<file path="config.mk">
export PLATFORM = sky130hd
export DESIGN_NAME = hex_word_entry
export DESIGN_NICKNAME = d
export VERILOG_FILES = /design/src/rtl/hex_word_entry.sv
export SDC_FILE = /design/constraint.sdc
export NUM_CORES = 1
export LEC_CHECK = 0
export CAP_MARGIN = 20
export CORE_MARGIN = 2
export CORE_UTILIZATION = 42
export DETAILED_ROUTE_END_ITERATION = 8
export GPL_ROUTABILITY_DRIVEN = 0
export PLACE_DENSITY_LB_ADDON = 0.12
export REMOVE_ABC_BUFFERS = 1
export SYNTH_ARGS = -nofsm -noshare
export SYNTH_HDL_FRONTEND = slang
export SYNTH_SLANG_ARGS = --single-unit
</file>
<file path="constraint.sdc">
create_clock -name clk -period 3.12 [get_ports clk]
set_input_delay 0.312 -clock clk [delete_from_list [all_inputs] [get_ports clk]]
set_output_delay 0.312 -clock clk [all_outputs]
set_load 0.01 [all_outputs]
</file>
<file path="src/rtl/hex_word_entry.sv">
// hex_word_entry: builds a 32-bit word from hex digits entered on switches,
// using three debounced active-low pushbuttons (enter / back / commit).
// Ports: clk, rst (sync, active-high), sw[3:0], key_enter_n, key_back_n,
//   key_commit_n -> work (live word), value (committed), valid (1-cycle),
//   count (digits 0..8), full (count==8).
// Optional: define HEX_ENTRY_BLINK_EN to add cursor_blank[7:0].
module hex_word_entry #(
   parameter int DEBOUNCE_CYCLES = 50000,
   parameter int NDIGITS         = 8
) (
   input  logic                   clk,
   input  logic                   rst,
   input  logic [3:0]             sw,
   input  logic                   key_enter_n,
   input  logic                   key_back_n,
   input  logic                   key_commit_n,
   output logic [4*NDIGITS-1:0]   work,
   output logic [4*NDIGITS-1:0]   value,
   output logic                   valid,
   output logic [3:0]             count,
   output logic                   full
`ifdef HEX_ENTRY_BLINK_EN
   ,
   output logic [7:0]             cursor_blank
`endif
);

   localparam int W = 4 * NDIGITS;
   localparam logic [19:0] DB_MAX = 20'(DEBOUNCE_CYCLES - 1);
   localparam logic [3:0] FULL_CNT = 4'(NDIGITS);
   localparam logic [3:0] LAST_CNT = 4'(NDIGITS - 1);
   localparam int EN = 0;
   localparam int BK = 1;
   localparam int CM = 2;

   typedef enum logic [1:0] {
      S_EMPTY,
      S_EDIT,
      S_FULL,
      S_COMMIT
   } state_t;

   state_t      state;
   logic [2:0]  raw;
   logic [2:0]  sync1;
   logic [2:0]  sync2;
   logic [2:0]  acc;
   logic [2:0]  press;
   logic [19:0] cnt [3];

   assign raw = {key_commit_n, key_back_n, key_enter_n};

   // Sync, debounce and press detection for all three keys.
   // press is registered on the same edge that the accepted level falls.
   always_ff @(posedge clk) begin
      if (rst) begin
         sync1 <= 3'b111;
         sync2 <= 3'b111;
         acc   <= 3'b111;
         press <= 3'b000;
         for (int k = 0; k < 3; k++) cnt[k] <= '0;
      end else begin
         sync1 <= raw;
         sync2 <= sync1;
         for (int k = 0; k < 3; k++) begin
            press[k] <= 1'b0;
            if (sync2[k] == acc[k]) begin
               cnt[k] <= '0;
            end else if (cnt[k] == DB_MAX) begin
               acc[k]   <= sync2[k];
               cnt[k]   <= '0;
               press[k] <= ~sync2[k];
            end else begin
               cnt[k] <= cnt[k] + 20'd1;
            end
         end
      end
   end

   // Entry FSM: commit > back > enter; presses in S_COMMIT are dropped.
   always_ff @(posedge clk) begin
      if (rst) begin
         state <= S_EMPTY;
         work  <= '0;
         value <= '0;
         valid <= 1'b0;
         count <= '0;
      end else begin
         valid <= 1'b0;
         unique case (state)
            S_COMMIT: begin
               work  <= '0;
               count <= '0;
               state <= S_EMPTY;
            end
            default: begin
               if (press[CM]) begin
                  value <= work;
                  valid <= 1'b1;
                  state <= S_COMMIT;
               end else if (press[BK]) begin
                  if (state != S_EMPTY) begin
                     work  <= {4'h0, work[W-1:4]};
                     count <= count - 4'd1;
                     state <= (count == 4'd1) ? S_EMPTY : S_EDIT;
                  end
               end else if (press[EN]) begin
                  if (state != S_FULL) begin
                     work  <= {work[W-5:0], sw};
                     count <= count + 4'd1;
                     state <= (count == LAST_CNT) ? S_FULL : S_EDIT;
                  end
               end
            end
         endcase
      end
   end

   assign full = (count == FULL_CNT);

`ifdef HEX_ENTRY_BLINK_EN
   logic [22:0] blink_cnt;

   always_ff @(posedge clk) begin
      if (rst) blink_cnt <= '0;
      else     blink_cnt <= blink_cnt + 23'd1;
   end

   // Entered digits shown, cursor digit blinks, rest blanked.
   always_comb begin
      cursor_blank = 8'h00;
      if (!full) begin
         for (int i = 0; i < 8; i++) begin
            if (4'(i) > count)
               cursor_blank[i] = 1'b1;
            else if (4'(i) == count)
               cursor_blank[i] = blink_cnt[22];
         end
      end
   end
`endif

endmodule

</file>
# [After elaboration in Yosys (flattened, before gate mapping)]
# Memory sizes are Yosys's and may differ from the RTL's.
# Index checks and enable logic that the tools add are counted.
[word_totals] out_inout_bits=70 memories=1 reg_bits=83 word_cells=127 in_bits=9 mem_bits_rw=60
[classes] n_bitwise=20 reduce_logical=15 n_addsub=5 mux=60 eq_ne=13
[mem_list] memory="cnt" words=3 word_bits=20 rd=3 rd_ports_with_merged_regs=0 write_ports=3 line="49" rtl="logic [19:0] cnt [3];"
[op_table] op="two-way mux 20 bit" count=9
[op_table] op="two-way mux 32 bit" count=4
[op_table] op="adder 20 x 1 -> 20 bit, second input constant" count=3
[op_table] op="== test 20 x 16 -> 1 bit, second input constant" count=3
[op_table] op="two-way mux 1 bit" count=37
[op_table] op="two-way mux 4 bit" count=4
[op_table] op="two-way mux 2 bit" count=6
[op_table] op="inverter 1 bit" count=11
[op_table] op="OR 1 bit" count=9
[op_table] op="OR reduction 3 bit" count=3
[op_table] op="AND reduction 2 bit" count=4
[op_table] op="nonzero test 2 bit" count=3
[op_table] op="nonzero test 3 bit" count=2
[op_table] op="adder 4 x 1 -> 4 bit, second input constant" count=1
[op_table] op="== test 4 x 1 -> 1 bit, second input constant" count=1
[op_table] op="== test 4 x 3 -> 1 bit, second input constant" count=1
[op_table] op="== test 4 bit, second input constant" count=1
[op_table] op="AND reduction 4 bit" count=1
[op_table] op="subtractor 4 x 1 -> 4 bit, second input constant" count=1
[op_table] op="== test 1 bit" count=3
[op_table] op="!= test 3 x 1 -> 1 bit, second input constant" count=1
[op_table] op="AND reduction 3 bit" count=1
[op_table] op="== test 2 bit, second input constant" count=1
[op_table] op="!= test 2 x 1 -> 1 bit, second input constant" count=1
[op_table] op="other kinds (2)" count=2

# [Logic depth before layout (Yosys ltp)]
[logic_depth] depth_word=7 depth_mapped=7 ltp_nobuf=6

# [Least setup slack after synthesis]
# Ideal clock, no wire load.
[synth_timing] path_kind="register to register" from="memory cnt[0][11]" to="memory cnt[0][10], data pin" path_stages_with_launch=6 setup_slack_ns=1.200 synth_period_minus_slack_ns=1.920 required_time_ns=2.863 n_path_buf=1 setup_ns=0.257 t_arrival_ns=1.663 path_cell_list="edfxtp_1 or4_1 nor4_2 a211o_1 buf_2 nor2_1"
[synth_lines] item="start, declared" line="49"

==> report_table.html <==
<table>
<tr><th>Metric</th><th>Value</th></tr>
<tr><th colspan="2">Outcome</th></tr>
<tr><td>Result of the run</td><td>finished clean</td></tr>
<tr><th colspan="2">Timing</th></tr>
<tr><td>Setup repair after global routing missed its margin</td><td>false</td></tr>
<tr><td>Final hold vios</td><td>0</td></tr>
<tr><td>Transition at the pin with the smallest max-transition slack</td><td>approximately 0.85 ns</td></tr>
<tr><td>Final slew viol count</td><td>0</td></tr>
<tr><td>Final sum of negative setup slack</td><td>0 ns</td></tr>
<tr><td>Highest Clock Rate</td><td>between 400 and 500 MHz</td></tr>
<tr><td>Final period util</td><td>about three quarters</td></tr>
<tr><td>Final setup violation count</td><td>0</td></tr>
<tr><td>Final period demand of the worst path</td><td>between 2 and 2.5 ns</td></tr>
<tr><td>Worst-case hold slack</td><td>slightly below 0.3 ns</td></tr>
<tr><td>Clock Skews</td><td>approximately 0.0073 ns</td></tr>
<tr><td>Max_slew headroom</td><td>43.3%</td></tr>
<tr><th colspan="2">GRT</th></tr>
<tr><td>Initial antenna violation count</td><td>0</td></tr>
<tr><td>Global route overflow</td><td>0</td></tr>
<tr><td>Total Routing Usage GR</td><td>between 10% and 20%</td></tr>
<tr><td>Number of global-route vias before repair</td><td>about 5000</td></tr>
<tr><td>Largest net degree at the start of global routing</td><td>47</td></tr>
<tr><td>Wire length of the first global-routing pass</td><td>23300 µm</td></tr>
<tr><th colspan="2">Critical path</th></tr>
<tr><td>Cell chain of the critical path</td><td>or4_1, nor4_2, a211o_1, nor2_1</td></tr>
<tr><td>Largest driver fanout on the critical path</td><td>20</td></tr>
<tr><td>Slowest cell on crit path</td><td>sky130_fd_sc_hd__a211o_1</td></tr>
<tr><td>Crit path kind</td><td>reg -&gt; reg</td></tr>
<tr><td>Launching element type of the critical path</td><td>flip-flop</td></tr>
<tr><td>CP endpoint kind</td><td>flip-flop</td></tr>
<tr><td>Required @ worst endpoint</td><td>3.27 ns</td></tr>
<tr><td>Worst path max stage delay</td><td>about 0.6 ns</td></tr>
<tr><td>Top cell family by delay on the critical path</td><td>simple AND/OR/NAND/NOR gates</td></tr>
<tr><td>Signal arrival time at the worst endpoint</td><td>roughly 2.5 ns</td></tr>
<tr><td>Buffering stage count on the worst path with inverters included</td><td>0</td></tr>
<tr><th colspan="2">Floorplanning</th></tr>
<tr><td>Die area</td><td>16700 µm²</td></tr>
<tr><td>Starting density of the core</td><td>a little over two fifths</td></tr>
<tr><td>Y dimension of the die</td><td>around 130 µm</td></tr>
<tr><td>Die Span X</td><td>between 100 and 150 µm</td></tr>
<tr><td>Placement Rows</td><td>45</td></tr>
<tr><td>Placeable core region</td><td>15300 µm²</td></tr>
<tr><td>Number of placed I/O pins</td><td>79</td></tr>
<tr><th colspan="2">Detailed routing</th></tr>
<tr><td>Number of search-and-repair iterations in the first detailed-routing pass</td><td>4</td></tr>
<tr><td>DRC violation total after the first TritonRoute iteration</td><td>around 360</td></tr>
<tr><td>Detailed-route via count</td><td>5231</td></tr>
<tr><td>Number of vias per cell after detailed routing</td><td>slightly above 5</td></tr>
<tr><td>Number of DRC violations after detailed routing</td><td>0</td></tr>
<tr><td>Routed WL</td><td>around 14000 µm</td></tr>
<tr><td>Routed WL per cell</td><td>about 14 µm</td></tr>
<tr><td>Post-DRT Antenna Nets</td><td>0</td></tr>
<tr><th colspan="2">Logic synthesis</th></tr>
<tr><td>Most used flip-flop cell after synthesis</td><td>sky130_fd_sc_hd__dfxtp_1</td></tr>
<tr><td>Sequential cell area fraction in the yosys report</td><td>between 50% and 60%</td></tr>
<tr><td>Post-synthesis instance area</td><td>roughly 6600 µm²</td></tr>
<tr><td>Post-synthesis average cell area</td><td>about 9.7 µm²</td></tr>
<tr><td>Async set-reset flop share out of synthesis</td><td>0%</td></tr>
<tr><td>Yosys warnings</td><td>0</td></tr>
<tr><td>Distinct cell type count of the synthesized netlist</td><td>between 50 and 60</td></tr>
<tr><td>EDFF count, synth</td><td>60</td></tr>
<tr><td>Post-synthesis sequential element count</td><td>between 100 and 150</td></tr>
<tr><td>Synth Instances</td><td>682</td></tr>
<tr><th colspan="2">Layout</th></tr>
<tr><td>Final #Nets</td><td>825</td></tr>
<tr><td>Relative area change from synthesis to final layout</td><td>28.3%</td></tr>
<tr><td>Fraction of layout cells with a size suffix above 1</td><td>approximately 7.5%</td></tr>
<tr><td>Antenna cells</td><td>0</td></tr>
<tr><td>Finished Cell Area</td><td>around 8500 µm²</td></tr>
<tr><th colspan="2">Clock tree</th></tr>
<tr><td>Maximum count of clock buffers along a single path</td><td>2</td></tr>
<tr><td>Clock tree from TritonCTS</td><td>built</td></tr>
<tr><td>Root buffer cell</td><td>sky130_fd_sc_hd__clkbuf_16</td></tr>
<tr><td>Number of hold-repair buffers added at the cts stage</td><td>0</td></tr>
<tr><td>Num CTS Buffers</td><td>17</td></tr>
<tr><td>Number of instances resized during post-cts repair</td><td>0</td></tr>
<tr><td>CTS sink cnt</td><td>between 100 and 150</td></tr>
<tr><td>Number of buffers inserted to repair setup after CTS</td><td>0</td></tr>
<tr><td>Clock latency on the worst-skew pair</td><td>roughly 0.42 ns</td></tr>
<tr><td>Register clock-pin slew on the reported worst setup and hold paths</td><td>approximately 0.06 ns</td></tr>
<tr><td>CTS HTree Levels</td><td>4</td></tr>
<tr><th colspan="2">Place</th></tr>
<tr><td>HPWL reported at the end of detailed placement</td><td>9640 µm</td></tr>
<tr><td>Placed cell areas</td><td>approximately 7800 µm²</td></tr>
<tr><td>Count of buffers from port buffering</td><td>just under 80</td></tr>
<tr><th colspan="2">Power and ir drop</th></tr>
<tr><td>Worst VDD drop</td><td>0.372 mV</td></tr>
<tr><td>Cell leakage power</td><td>2.74 nW</td></tr>
<tr><td>Power per Cell Area</td><td>slightly above 500 nW/µm²</td></tr>
<tr><td>Total power after layout</td><td>between 4 and 5 mW</td></tr>
<tr><th colspan="2">Min path</th></tr>
<tr><td>Type of the most critical hold path</td><td>in -&gt; reg</td></tr>
<tr><th colspan="2">Flow run</th></tr>
<tr><td>Count of max-cap constraint violations</td><td>0</td></tr>
</table>
==> stage by stage <==
stage | utilization, % | cells | setup WS [ns]
after detailed placement | 51.0 | 1001 | 0.738
after CTS | 55.4 | 1033 | 0.752
final | 55.5 | 1034 | 0.787
after floorplan | - | 705 | 0.306
after global routing | 55.5 | 1034 | 0.640
after global placement | 51.0 | 1001 | 0.829
==> final timing paths <==
check,from,endpoint,slack [ns],cells after the start
hold / removal,rst,press[0],0.29,2
setup reg to reg,cnt[0][11],cnt[0][2],0.79,4
hold reg to reg,sync1[2],sync2[2],0.40,1
setup / recovery,cnt[0][11],cnt[0][2],0.79,4
==> per-layer routing <==
layer,vias up,wire length [µm],global-route usage [%]
li1,2650,-,-
met1,2472,6390,21.5
met2,92,6830,29.7
met3,17,529,4.00
met4,0,215,7.29
met5,-,0,0
==> cells in the mapped netlist (3+ instances only) <==
cell | instances | area share, %
sky130_fd_sc_hd__and4_1 | 5 | 0.66
sky130_fd_sc_hd__xnor2_1 | 28 | 3.7
sky130_fd_sc_hd__o21ai_0 | 9 | 0.68
sky130_fd_sc_hd__or3_1 | 9 | 0.85
sky130_fd_sc_hd__ha_1 | 6 | 1.1
sky130_fd_sc_hd__nor3_1 | 9 | 0.68
sky130_fd_sc_hd__edfxtp_1 | 60 | 27
sky130_fd_sc_hd__dfxtp_1 | 83 | 25
sky130_fd_sc_hd__buf_2 | 14 | 1.1
sky130_fd_sc_hd__mux2i_1 | 31 | 4.7
sky130_fd_sc_hd__and3_1 | 4 | 0.38
sky130_fd_sc_hd__xor2_1 | 16 | 2.1
sky130_fd_sc_hd__nor2_1 | 83 | 4.7
sky130_fd_sc_hd__nor4b_1 | 4 | 0.53
sky130_fd_sc_hd__a21oi_1 | 56 | 4.2
sky130_fd_sc_hd__nand3b_1 | 6 | 0.68
sky130_fd_sc_hd__or4_1 | 12 | 1.4
sky130_fd_sc_hd__a211oi_1 | 29 | 3.3
sky130_fd_sc_hd__clkbuf_1 | 20 | 1.1
sky130_fd_sc_hd__o31ai_1 | 8 | 0.91
sky130_fd_sc_hd__nand3_1 | 24 | 1.8
sky130_fd_sc_hd__nand4_1 | 13 | 1.2
sky130_fd_sc_hd__or2_2 | 6 | 0.57
sky130_fd_sc_hd__nand2_1 | 88 | 5.0
sky130_fd_sc_hd__inv_1 | 15 | 0.85
sky130_fd_sc_hd__nor4_1 | 11 | 1.0
sky130_fd_sc_hd__a21o_1 | 3 | 0.34
==> cells in the final DEF (no fill, tap or decap), types with 8 or more instances in the layout <==
master	n
sky130_fd_sc_hd__nand2_1	88
sky130_fd_sc_hd__nand4_1	13
sky130_fd_sc_hd__nor2_1	83
sky130_fd_sc_hd__o21ai_0	9
sky130_fd_sc_hd__xnor2_1	28
sky130_fd_sc_hd__dfxtp_1	82
sky130_fd_sc_hd__a21oi_1	55
sky130_fd_sc_hd__o31ai_1	8
sky130_fd_sc_hd__edfxtp_1	60
sky130_fd_sc_hd__conb_1	60
sky130_fd_sc_hd__xor2_1	16
sky130_fd_sc_hd__nor4_1	11
sky130_fd_sc_hd__clkbuf_16	22
sky130_fd_sc_hd__or4_1	12
sky130_fd_sc_hd__a211oi_1	29
sky130_fd_sc_hd__nor3_1	9
sky130_fd_sc_hd__clkdlybuf4s50_1	77
sky130_fd_sc_hd__nand3_1	24
sky130_fd_sc_hd__inv_1	15
sky130_fd_sc_hd__or3_1	9
sky130_fd_sc_hd__mux2i_1	31
==> cell families (layout without fill, tap and decap cells) <==
kind of cell | Yosys count | count (layout) | synth area share [%]
simple gates | 288 | 288 | 21.5
xor+xnor | 44 | 44 | 5.84
buf+inv | 51 | 133 | 3.17
compound gates | 118 | 118 | 11.1
mux | 31 | 31 | 4.70
fa+ha+maj | 6 | 6 | 1.14
flops | 143 | 143 | 52.5
other cells | 1 | 60 | 0.0568
==> power by group <==
part	switching [mW]	internal, mW
sequential	0.0412	1.99
clock	0.765	1.45
combinational	0.0642	0.0420
==> layout make-up <==
type / count / area, µm²
fill: 1333 / 6790
clock buffer: 28 / 623
multi-input combinational: 547 / 3150
timing repair buffer: 86 / 856
clock inverter: 4 / 50.0
inverter: 15 / 56.3
sequential: 143 / 3460
tap: 211 / 264
==> registers in the layout, indices dropped and copies added (netlist names) <==
signal / count
count: 4
sync2: 3
sync1: 3
work: 32
press: 3
value: 32
acc: 3
valid: 1
state: 2
cnt: 60
No activity file was read; power rests on OpenSTA's default activity.
